[config.mk]
export PLATFORM = sky130hd
export DESIGN_NAME = mmu_feeder
export DESIGN_NICKNAME = d
export VERILOG_FILES = /design/src/rtl/mmu_pkg.sv /design/src/rtl/mmu_skew_line.sv /design/src/rtl/mmu_feeder.sv
export SDC_FILE = /design/constraint.sdc
export NUM_CORES = 1
export LEC_CHECK = 0
export ABC_AREA = 0
export CORE_UTILIZATION = 46
export DETAILED_ROUTE_END_ITERATION = 10
export GPL_ROUTABILITY_DRIVEN = 0
export PLACE_DENSITY = 0.87
export SYNTH_ARGS = -nofsm -noshare
export SYNTH_HDL_FRONTEND = slang
export SYNTH_SLANG_ARGS = --single-unit
[constraint.sdc]
create_clock -name clk -period 6.6 [get_ports clk]
set_input_delay 1.98 -clock clk [delete_from_list [all_inputs] [get_ports clk]]
set_output_delay 1.98 -clock clk [all_outputs]
set_load 0.005 [all_outputs]
[src/rtl/mmu_pkg.sv]
// Shared definitions for the matrix-unit feeder: tile sequencing states,
// default array geometry and the packed row width derived from it.
package mmu_pkg;

    localparam int DEPTH     = 4;
    localparam int BIT_WIDTH = 8;
    localparam int ROW_WIDTH = BIT_WIDTH * DEPTH;

    typedef enum logic [1:0] {
        IDLE    = 2'd0,
        LOAD_WT = 2'd1,
        STREAM  = 2'd2,
        FLUSH   = 2'd3
    } state_t;

endpackage

[src/rtl/mmu_skew_line.sv]
// Diagonal skew line: lane k is delayed by k+1 register stages so that
// lane k of a row vector reaches the systolic array k cycles after lane 0.
// A synchronous clear empties every stage; the async reset does the same.
module mmu_skew_line #(
    parameter int depth     = 4,
    parameter int bit_width = 8
) (
    input  logic                         clk,
    input  logic                         rst,
    input  logic                         clear,
    input  logic [depth*bit_width-1:0]   din,
    output logic [depth*bit_width-1:0]   dout
);

    for (genvar k = 0; k < depth; k++) begin : g_lane
        logic [bit_width-1:0] stages [0:k];

        // Shift lane k one stage per cycle, or empty the lane on clear
        always_ff @(posedge clk or posedge rst) begin
            if (rst) begin
                for (int i = 0; i <= k; i++) begin
                    stages[i] <= '0;
                end
            end else if (clear) begin
                for (int i = 0; i <= k; i++) begin
                    stages[i] <= '0;
                end
            end else begin
                stages[0] <= din[k*bit_width +: bit_width];
                for (int i = 1; i <= k; i++) begin
                    stages[i] <= stages[i-1];
                end
            end
        end

        assign dout[k*bit_width +: bit_width] = stages[k];
    end

endmodule

[src/rtl/mmu_feeder.sv]
// Upstream sequencer for the systolic matrix-multiply unit. One tile is a
// weight-load phase (control high per accepted weight row), an activation
// stream through the diagonal skew line, and a zero-fill drain ending in a
// one-cycle done pulse.
// Optional build macro MMU_FEEDER_PERF_EN adds a saturating 16-bit count of
// STREAM cycles that carried no activation row (perf_bubbles).
module mmu_feeder
    import mmu_pkg::*;
#(
    parameter int depth     = DEPTH,
    parameter int bit_width = BIT_WIDTH,
    parameter int FLUSH_CYC = 2 * depth
) (
    input  logic                         clk,
    input  logic                         rst,
    input  logic                         start,
    input  logic [bit_width*depth-1:0]   wt_row,
    input  logic                         wt_valid,
    output logic                         wt_ready,
    input  logic [bit_width*depth-1:0]   act_row,
    input  logic                         act_valid,
    input  logic                         act_last,
    output logic                         act_ready,
    output logic                         control,
    output logic [bit_width*depth-1:0]   wt_arr,
    output logic [bit_width*depth-1:0]   data_arr,
    output logic                         busy,
`ifdef MMU_FEEDER_PERF_EN
    output logic [15:0]                  perf_bubbles,
`endif
    output logic                         done
);

    localparam int ROW_W = bit_width * depth;
    localparam int CNT_W = $clog2(depth + 1);
    localparam int FL_W  = $clog2(FLUSH_CYC + 1);

    state_t             state;
    logic [CNT_W-1:0]   wt_cnt;
    logic [FL_W-1:0]    fl_cnt;
    logic               start_acc;
    logic               wt_xfer;
    logic               act_xfer;
    logic               wt_last;
    logic               flush_last;
    logic [ROW_W-1:0]   skew_in;

    assign start_acc  = (state == IDLE) && start;
    assign wt_xfer    = (state == LOAD_WT) && wt_valid;
    assign act_xfer   = (state == STREAM) && act_valid;
    assign wt_last    = (wt_cnt == CNT_W'(depth - 1));
    assign flush_last = (fl_cnt == FL_W'(FLUSH_CYC - 1));

    assign wt_ready  = (state == LOAD_WT);
    assign act_ready = (state == STREAM);
    assign busy      = (state != IDLE);
    assign done      = (state == FLUSH) && flush_last;

    // Bubbles and drain cycles push zeros into the skew line
    assign skew_in = act_xfer ? act_row : '0;

    // Tile sequencing: weight count, phase changes and drain length
    always_ff @(posedge clk or posedge rst) begin
        if (rst) begin
            state  <= IDLE;
            wt_cnt <= '0;
            fl_cnt <= '0;
        end else begin
            case (state)
                IDLE: begin
                    if (start) begin
                        state  <= LOAD_WT;
                        wt_cnt <= '0;
                    end
                end
                LOAD_WT: begin
                    if (wt_valid) begin
                        wt_cnt <= wt_cnt + CNT_W'(1);
                        if (wt_last) begin
                            state <= STREAM;
                        end
                    end
                end
                STREAM: begin
                    if (act_valid && act_last) begin
                        state  <= FLUSH;
                        fl_cnt <= '0;
                    end
                end
                FLUSH: begin
                    fl_cnt <= fl_cnt + FL_W'(1);
                    if (flush_last) begin
                        state <= IDLE;
                    end
                end
                default: state <= IDLE;
            endcase
        end
    end

    // Weight shift strobe and row; a stalled beat presents zeros with no shift
    always_ff @(posedge clk or posedge rst) begin
        if (rst) begin
            control <= 1'b0;
            wt_arr  <= '0;
        end else begin
            control <= wt_xfer;
            wt_arr  <= wt_xfer ? wt_row : '0;
        end
    end

`ifdef MMU_FEEDER_PERF_EN
    // Saturating count of STREAM cycles without an activation transfer
    always_ff @(posedge clk or posedge rst) begin
        if (rst) begin
            perf_bubbles <= '0;
        end else if (start_acc) begin
            perf_bubbles <= '0;
        end else if ((state == STREAM) && !act_valid && (perf_bubbles != 16'hFFFF)) begin
            perf_bubbles <= perf_bubbles + 16'd1;
        end
    end
`endif

    mmu_skew_line #(
        .depth     (depth),
        .bit_width (bit_width)
    ) u_skew (
        .clk   (clk),
        .rst   (rst),
        .clear (start_acc),
        .din   (skew_in),
        .dout  (data_arr)
    );

endmodule
==> flow_summary.json, run 1 <==
{
  "status": "finished clean",
  "synth_nets": 418,
  "slowest_delay_ps": 540,
  "rrSetupSlack_ps": 3790,
  "yosys.area.top_type_share": 0.684,
  "avgRoutedWirePerCell_um": 13.7,
  "die_area_um2": 10100,
  "antennaDiodeCount": 0,
  "post-dp-hpwl_um": 5430,
  "routed-wl-met3_um": 567,
  "via_count": 2737,
  "worst_path_max_delay_cell": "clkdlybuf4s50_1",
  "setup.worst_path.class": "flip-flop to output port",
  "pre_cts_ws_ps": 2100,
  "synth.ff_latch_count": 122,
  "core_um2": 9330,
  "grt_usage": 0.180,
  "fin_skew_ps": 9.18,
  "power_uw": 2350,
  "synth_area_per_cell_um2": 13.2,
  "synth-seq-area-share": 0.684,
  "slew_violations": 0,
  "cts_buffer_depth": 2,
  "rows": 35,
  "grt_pass1_vias": 2868,
  "wl_met1_um": 3240,
  "timing.fmax_ghz": 0.246,
  "die_h_um": 100,
  "grt_pass1_wl_um": 13500,
  "wirelength_um": 8190,
  "initial_core_util": 0.478,
  "setup_viol": 0,
  "synth_cells": 339,
  "nets": 537,
  "htreeDepth": 4,
  "top_layer_used": "met4",
  "drv_cap": 0,
  "ys_top_cells_by_area": "dfrtp_1 (68%), and2_1 (11%), and3_1 (4.8%)",
  "rsz0062_at_grt": "no",
  "power_density_nw_per_um2": 369,
  "port_buffers": 138,
  "cts-buffers-inserted": 17,
  "hold_buffers": 0,
  "clock_latency_ps": 500,
  "endpoint_kind": "output port",
  "ios": 139,
  "drtIter0Drc": 36,
  "cts_tree": "yes",
  "n_fill_cell": 646,
  "vdd_drop_max_mv": 0.246,
  "ant_nets": 0,
  "clock-sinks": 122,
  "synth.distinct_cells": 29,
  "cts_setup_buffers": 0,
  "yosys_warnings": 0,
  "drc": 0,
  "die_x_um": 100,
  "final.setup.tns_ps": 0,
  "viasPerCell": 4.56,
  "slew_headroom": 0.238,
  "grt_max_degree": 92,
  "arrival_ps": 2080,
  "cts_resized": 0,
  "met2_length_um": 4210,
  "seqCellArea_um2": 3050,
  "worst_pin_slew_ps": 1140,
  "hold_viol_final": 0,
  "drive_gt1_frac": 0.0807,
  "synth_area_um2": 4460,
  "cp_max_fo": 7,
  "worst_slack_ps": 2540,
  "multi_input_area_um2": 1150,
  "required_ps": 4620,
  "hold_class": "flip-flop to flip-flop",
  "crit_chain": "ha_1 > nand2_1 > nor3b_1 > clkdlybuf4s50_1",
  "antenna_found_initial": 0,
  "clk_pin_slew_worst_paths_ps": 60,
  "cts_root_buf": "clkbuf_8",
  "leakagePower_uw": 0.00310,
  "startpoint_type": "flip-flop",
  "firstDrtPassIters": 4,
  "min_period_over_period": 0.615,
  "netlist.top_cell.by_area": "dfrtp_1",
  "grt.overflow.total": 0,
  "min_period_ps": 4060,
  "critical-path-top-delay-family": "buffers and inverters",
  "path_buf_inv": 1,
  "area_growth_pct": 43.0
}
## worst register-to-register path: stages, from the launching register on
cell and delay [ps]:
dfrtp_1 400, inv_1 110, ha_1 280, nand2_1 850
and3_1 850, and2_1 260
## power by group
| part | switching (µW) | internal, µW |
|---|---|---|
| Clock | 349 | 584 |
| Combinational | 225 | 281 |
| Sequential | 49.3 | 864 |
## layout make-up
| type | count | area share |
|---|---|---|
| Sequential cell | 122 | 0.478 |
| Timing Repair Buffer | 139 | 0.218 |
| Multi-Input combinational cell | 171 | 0.180 |
| Clock buffer | 17 | 0.0649 |
| Clock inverter | 15 | 0.0298 |
| Tap cell | 129 | 0.0253 |
| Inverter | 7 | 0.00451 |
## synthesized netlist by cell type (all sizes together)
library cell and instances:
o21ai 6, nand2b 1, mux2 1, nand3 1
and3 34, mux2i 1, buf 24, ha 9
inv 7, clkbuf 15, nand2 8, xor2 1
a2111oi 1, a32o 1, a221o 1, dfrtp 122
nor3b 2, nor2b 4, a21bo 1, nand3b 3
o221ai 1, a32oi 1, and2 81, a22oi 2
nor2 3, o22ai 1, a21oi 6, a31oi 1
## through the flow
step                      area (µm²)  utilization  cells  hold slack (ps)
after global placement          5780        0.619    568              430
final                           6380        0.684    600              441
after global routing            6380        0.684    600              455
after detailed placement        5780        0.619    568              433
after CTS                       6380        0.684    600              443
after floorplan                 4460            -    339              428
## kinds of logic after synthesis
group,Yosys count,share of synthesized area
and+or+nand+nor,137,0.188
AOI/OAI and AO/OA,22,0.0365
buffers and inverters,46,0.0589
muxes,2,0.00561
xor gates and xnor gates,1,0.00196
adders and majority gates,9,0.0252
DFF,122,0.684
## state kept, by name (all words and copies together) (netlist names)
name	cells
u_skew.g_lane.stages	56
wt_arr	32
u_skew.dout	24
fl_cnt	4
wt_cnt	3
state	2
control	1
## final timing paths
kind,startpoint,endpoint,cells past startpoint
worst max register to register,state[0],u_skew.g_lane[1].stages[12],5
worst min-delay path,u_skew.g_lane[3].stages[16],u_skew.g_lane[3].stages[8],1
max in group asynchronous,rst,wt_arr[16],3
worst max-delay path,state[1],done,4
worst min register to register,u_skew.g_lane[3].stages[16],u_skew.g_lane[3].stages[8],1
min in group asynchronous,rst,u_skew.dout[28],2
## layout by cell type, fill, tap and decap left out, types with 2 or more instances in the layout
cell type	instances
clkinvlp_4	2
o21ai_0	6
nand2_1	7
nor3b_1	2
nor2_1	3
clkdlybuf4s50_1	138
clkbuf_16	16
ha_1	9
inv_1	6
clkinv_2	2
clkinv_4	2
inv_8	2
and3_1	34
nor2b_1	4
nand3b_1	3
a22oi_1	2
dfrtp_1	122
inv_6	4
bufinv_16	3
a21oi_1	6
and2_1	81
## routing by layer
metal,GRT usage,up-vias
li1,-,1308
met1,0.201,1312
met2,0.302,102
met3,0.0728,15
met4,0.0858,0
met5,0,-
Power figures use the tool's default switching activity.
==> run 2: changes to the inputs <==
--- a/config.mk
+++ b/config.mk
@@ -6,10 +6,10 @@
 export NUM_CORES = 1
 export LEC_CHECK = 0
 export ABC_AREA = 0
-export CORE_UTILIZATION = 46
+export CORE_UTILIZATION = 42
 export DETAILED_ROUTE_END_ITERATION = 10
 export GPL_ROUTABILITY_DRIVEN = 0
-export PLACE_DENSITY = 0.87
+export PLACE_DENSITY = 0.84
 export SYNTH_ARGS = -nofsm -noshare
 export SYNTH_HDL_FRONTEND = slang
 export SYNTH_SLANG_ARGS = --single-unit
==> constraint.sdc (replaced) <==
create_clock -name clk -period 3.5 [get_ports clk]
set_input_delay 1.05 -clock clk [delete_from_list [all_inputs] [get_ports clk]]
set_output_delay 1.05 -clock clk [all_outputs]
set_load 0.005 [all_outputs]
==> flow_summary.json, run 2 (synthesis gave the netlist of run 1 again) <==
{
  "vdd_drop_max_mv": 0.353,
  "r2r_cells": 4,
  "cts_root_buf": "clkbuf_8",
  "grt.overflow.total": 0,
  "cts-buffers-inserted": 17,
  "rows": 37,
  "die_x_um": 105,
  "viasPerCell": 4.54,
  "clk_pin_slew_worst_paths_ps": 60,
  "p_int_uw": 3260,
  "path_buf_inv": 1,
  "via_count": 2779,
  "htreeDepth": 4,
  "instances_no_fill": 612,
  "cts_setup_buffers": 0,
  "grt_pass1_wl_um": 14400,
  "cts_tree": "yes",
  "final_cell_mix": "clkdlybuf4s50_1 (138), dfrtp_1 (122), and2_1 (81)",
  "firstDrtPassIters": 4,
  "min_period_ps": 3170,
  "avgRoutedWirePerCell_um": 14.5,
  "largest_reg_flops": 56,
  "core_um2": 10300,
  "multi_input_area_um2": 1150,
  "timing.fmax_ghz": 0.316,
  "min_path_cells": 1,
  "die_area_um2": 11000,
  "layout_commonest_cell": "clkdlybuf4s50_1",
  "slowest_delay_ps": 530,
  "final.setup.tns_ps": 0,
  "clkPwrFrac": 0.387,
  "initial_core_util": 0.432,
  "status": "finished clean",
  "post-dp-hpwl_um": 6030,
  "critical-path-top-delay-family": "buffers and inverters",
  "drc": 0,
  "worst_pin_slew_ps": 921,
  "grt_usage": 0.176,
  "required_ps": 2450,
  "power_density_nw_per_um2": 686,
  "leakagePower_uw": 0.00311,
  "area_growth_pct": 44.1,
  "worst_slack_ps": 331,
  "slew_violations": 0,
  "hold_viol_final": 0,
  "antenna_found_initial": 0,
  "cp_max_fo": 7,
  "ios": 139,
  "antennaDiodeCount": 0,
  "hold_buffers": 0,
  "drive_gt1_frac": 0.0882,
  "path_depth": 4,
  "clock_latency_ps": 510,
  "setup_viol": 0,
  "worst_path_max_delay_cell": "clkdlybuf4s50_1",
  "p_switching_uw": 1150,
  "wirelength_um": 8850,
  "hold_class": "flip-flop to flip-flop",
  "regMostFlops": "u_skew.g_lane.stages",
  "crit_chain": "ha_1 > nand2_1 > nor3b_1 > clkdlybuf4s50_1",
  "port_buffers": 138,
  "min_period_over_period": 0.905,
  "endpoint_kind": "output port",
  "final_core_util": 0.623,
  "seqCellArea_um2": 3050,
  "pre_cts_ws_ps": 722,
  "slew_headroom": 0.386,
  "fin_skew_ps": 6.46,
  "drv_cap": 0,
  "startpoint_type": "flip-flop",
  "grt_max_degree": 63,
  "arrival_ps": 2120,
  "drtIter0Drc": 66,
  "power_frac_comb": 0.221,
  "setup.worst_path.class": "flip-flop to output port",
  "rsz0062_at_grt": "no",
  "grt_pass1_vias": 2951,
  "ant_nets": 0,
  "swShare": 0.261,
  "seqPwrFrac": 0.391,
  "cts_resized": 0,
  "nets": 542,
  "power_uw": 4410,
  "clock-sinks": 122,
  "n_fill_cell": 803,
  "cts_buffer_depth": 2,
  "place_inst": 580,
  "die_h_um": 105
}
## run 2: cell types whose count changed in the layout (fill, tap and decap cells not counted)
cell        previous run  this run
buf_12                 0         1
buf_4                  1         5
clkbuf_1               0         1
clkinvlp_4             2         6
inv_4                  1         0
inv_6                  4         2
inv_8                  2         0
## run 2: layout make-up
cell class,instances,share of cell area
clock buffers,18,0.0650
clock inverters,14,0.0269
inverters,7,0.00467
multi-input cells,171,0.178
flip-flops and latches,122,0.475
well taps,136,0.0265
repair buffers,144,0.224
## run 2: worst paths after layout
kind                                              from                           to  slack [ps]
setup / recovery                              state[1]                         done         330
hold / removal             u_skew.g_lane[3].stages[24]  u_skew.g_lane[3].stages[16]         440
setup reg to reg                              state[0]  u_skew.g_lane[1].stages[12]        1510
hold reg to reg            u_skew.g_lane[3].stages[24]  u_skew.g_lane[3].stages[16]         440
max in group asynchronous                          rst                    wt_arr[8]        1890
min in group asynchronous                          rst  u_skew.g_lane[3].stages[26]         940
## run 2: per-layer routing
layer	track usage	share of wire	up-vias
met3	0.0580	0.053	20
met5	0	0	-
met2	0.302	0.53	84
li1	-	-	1316
met1	0.195	0.39	1359
met4	0.0865	0.025	0
## run 2: power groups by stage
stage          clock network, µW  logic, µW  registers (µW)
6_report                    1710        976            1730
5_1_grt                     1810       1090            1750
4_1_cts                     1740        998            1730
3_5_place_dp                   0        986            1750
3_3_place_gp                   0        945            1730
2_1_floorplan                  0        570            1740
## run 2: stage by stage
| step | hold slack (ps) | area, µm² |
|---|---|---|
| finish | 443 | 6430 |
| global route | 457 | 6430 |
| CTS | 447 | 6430 |
| detailed placement | 433 | 5840 |
| global placement | 430 | 5840 |
| floorplan | 428 | 4470 |
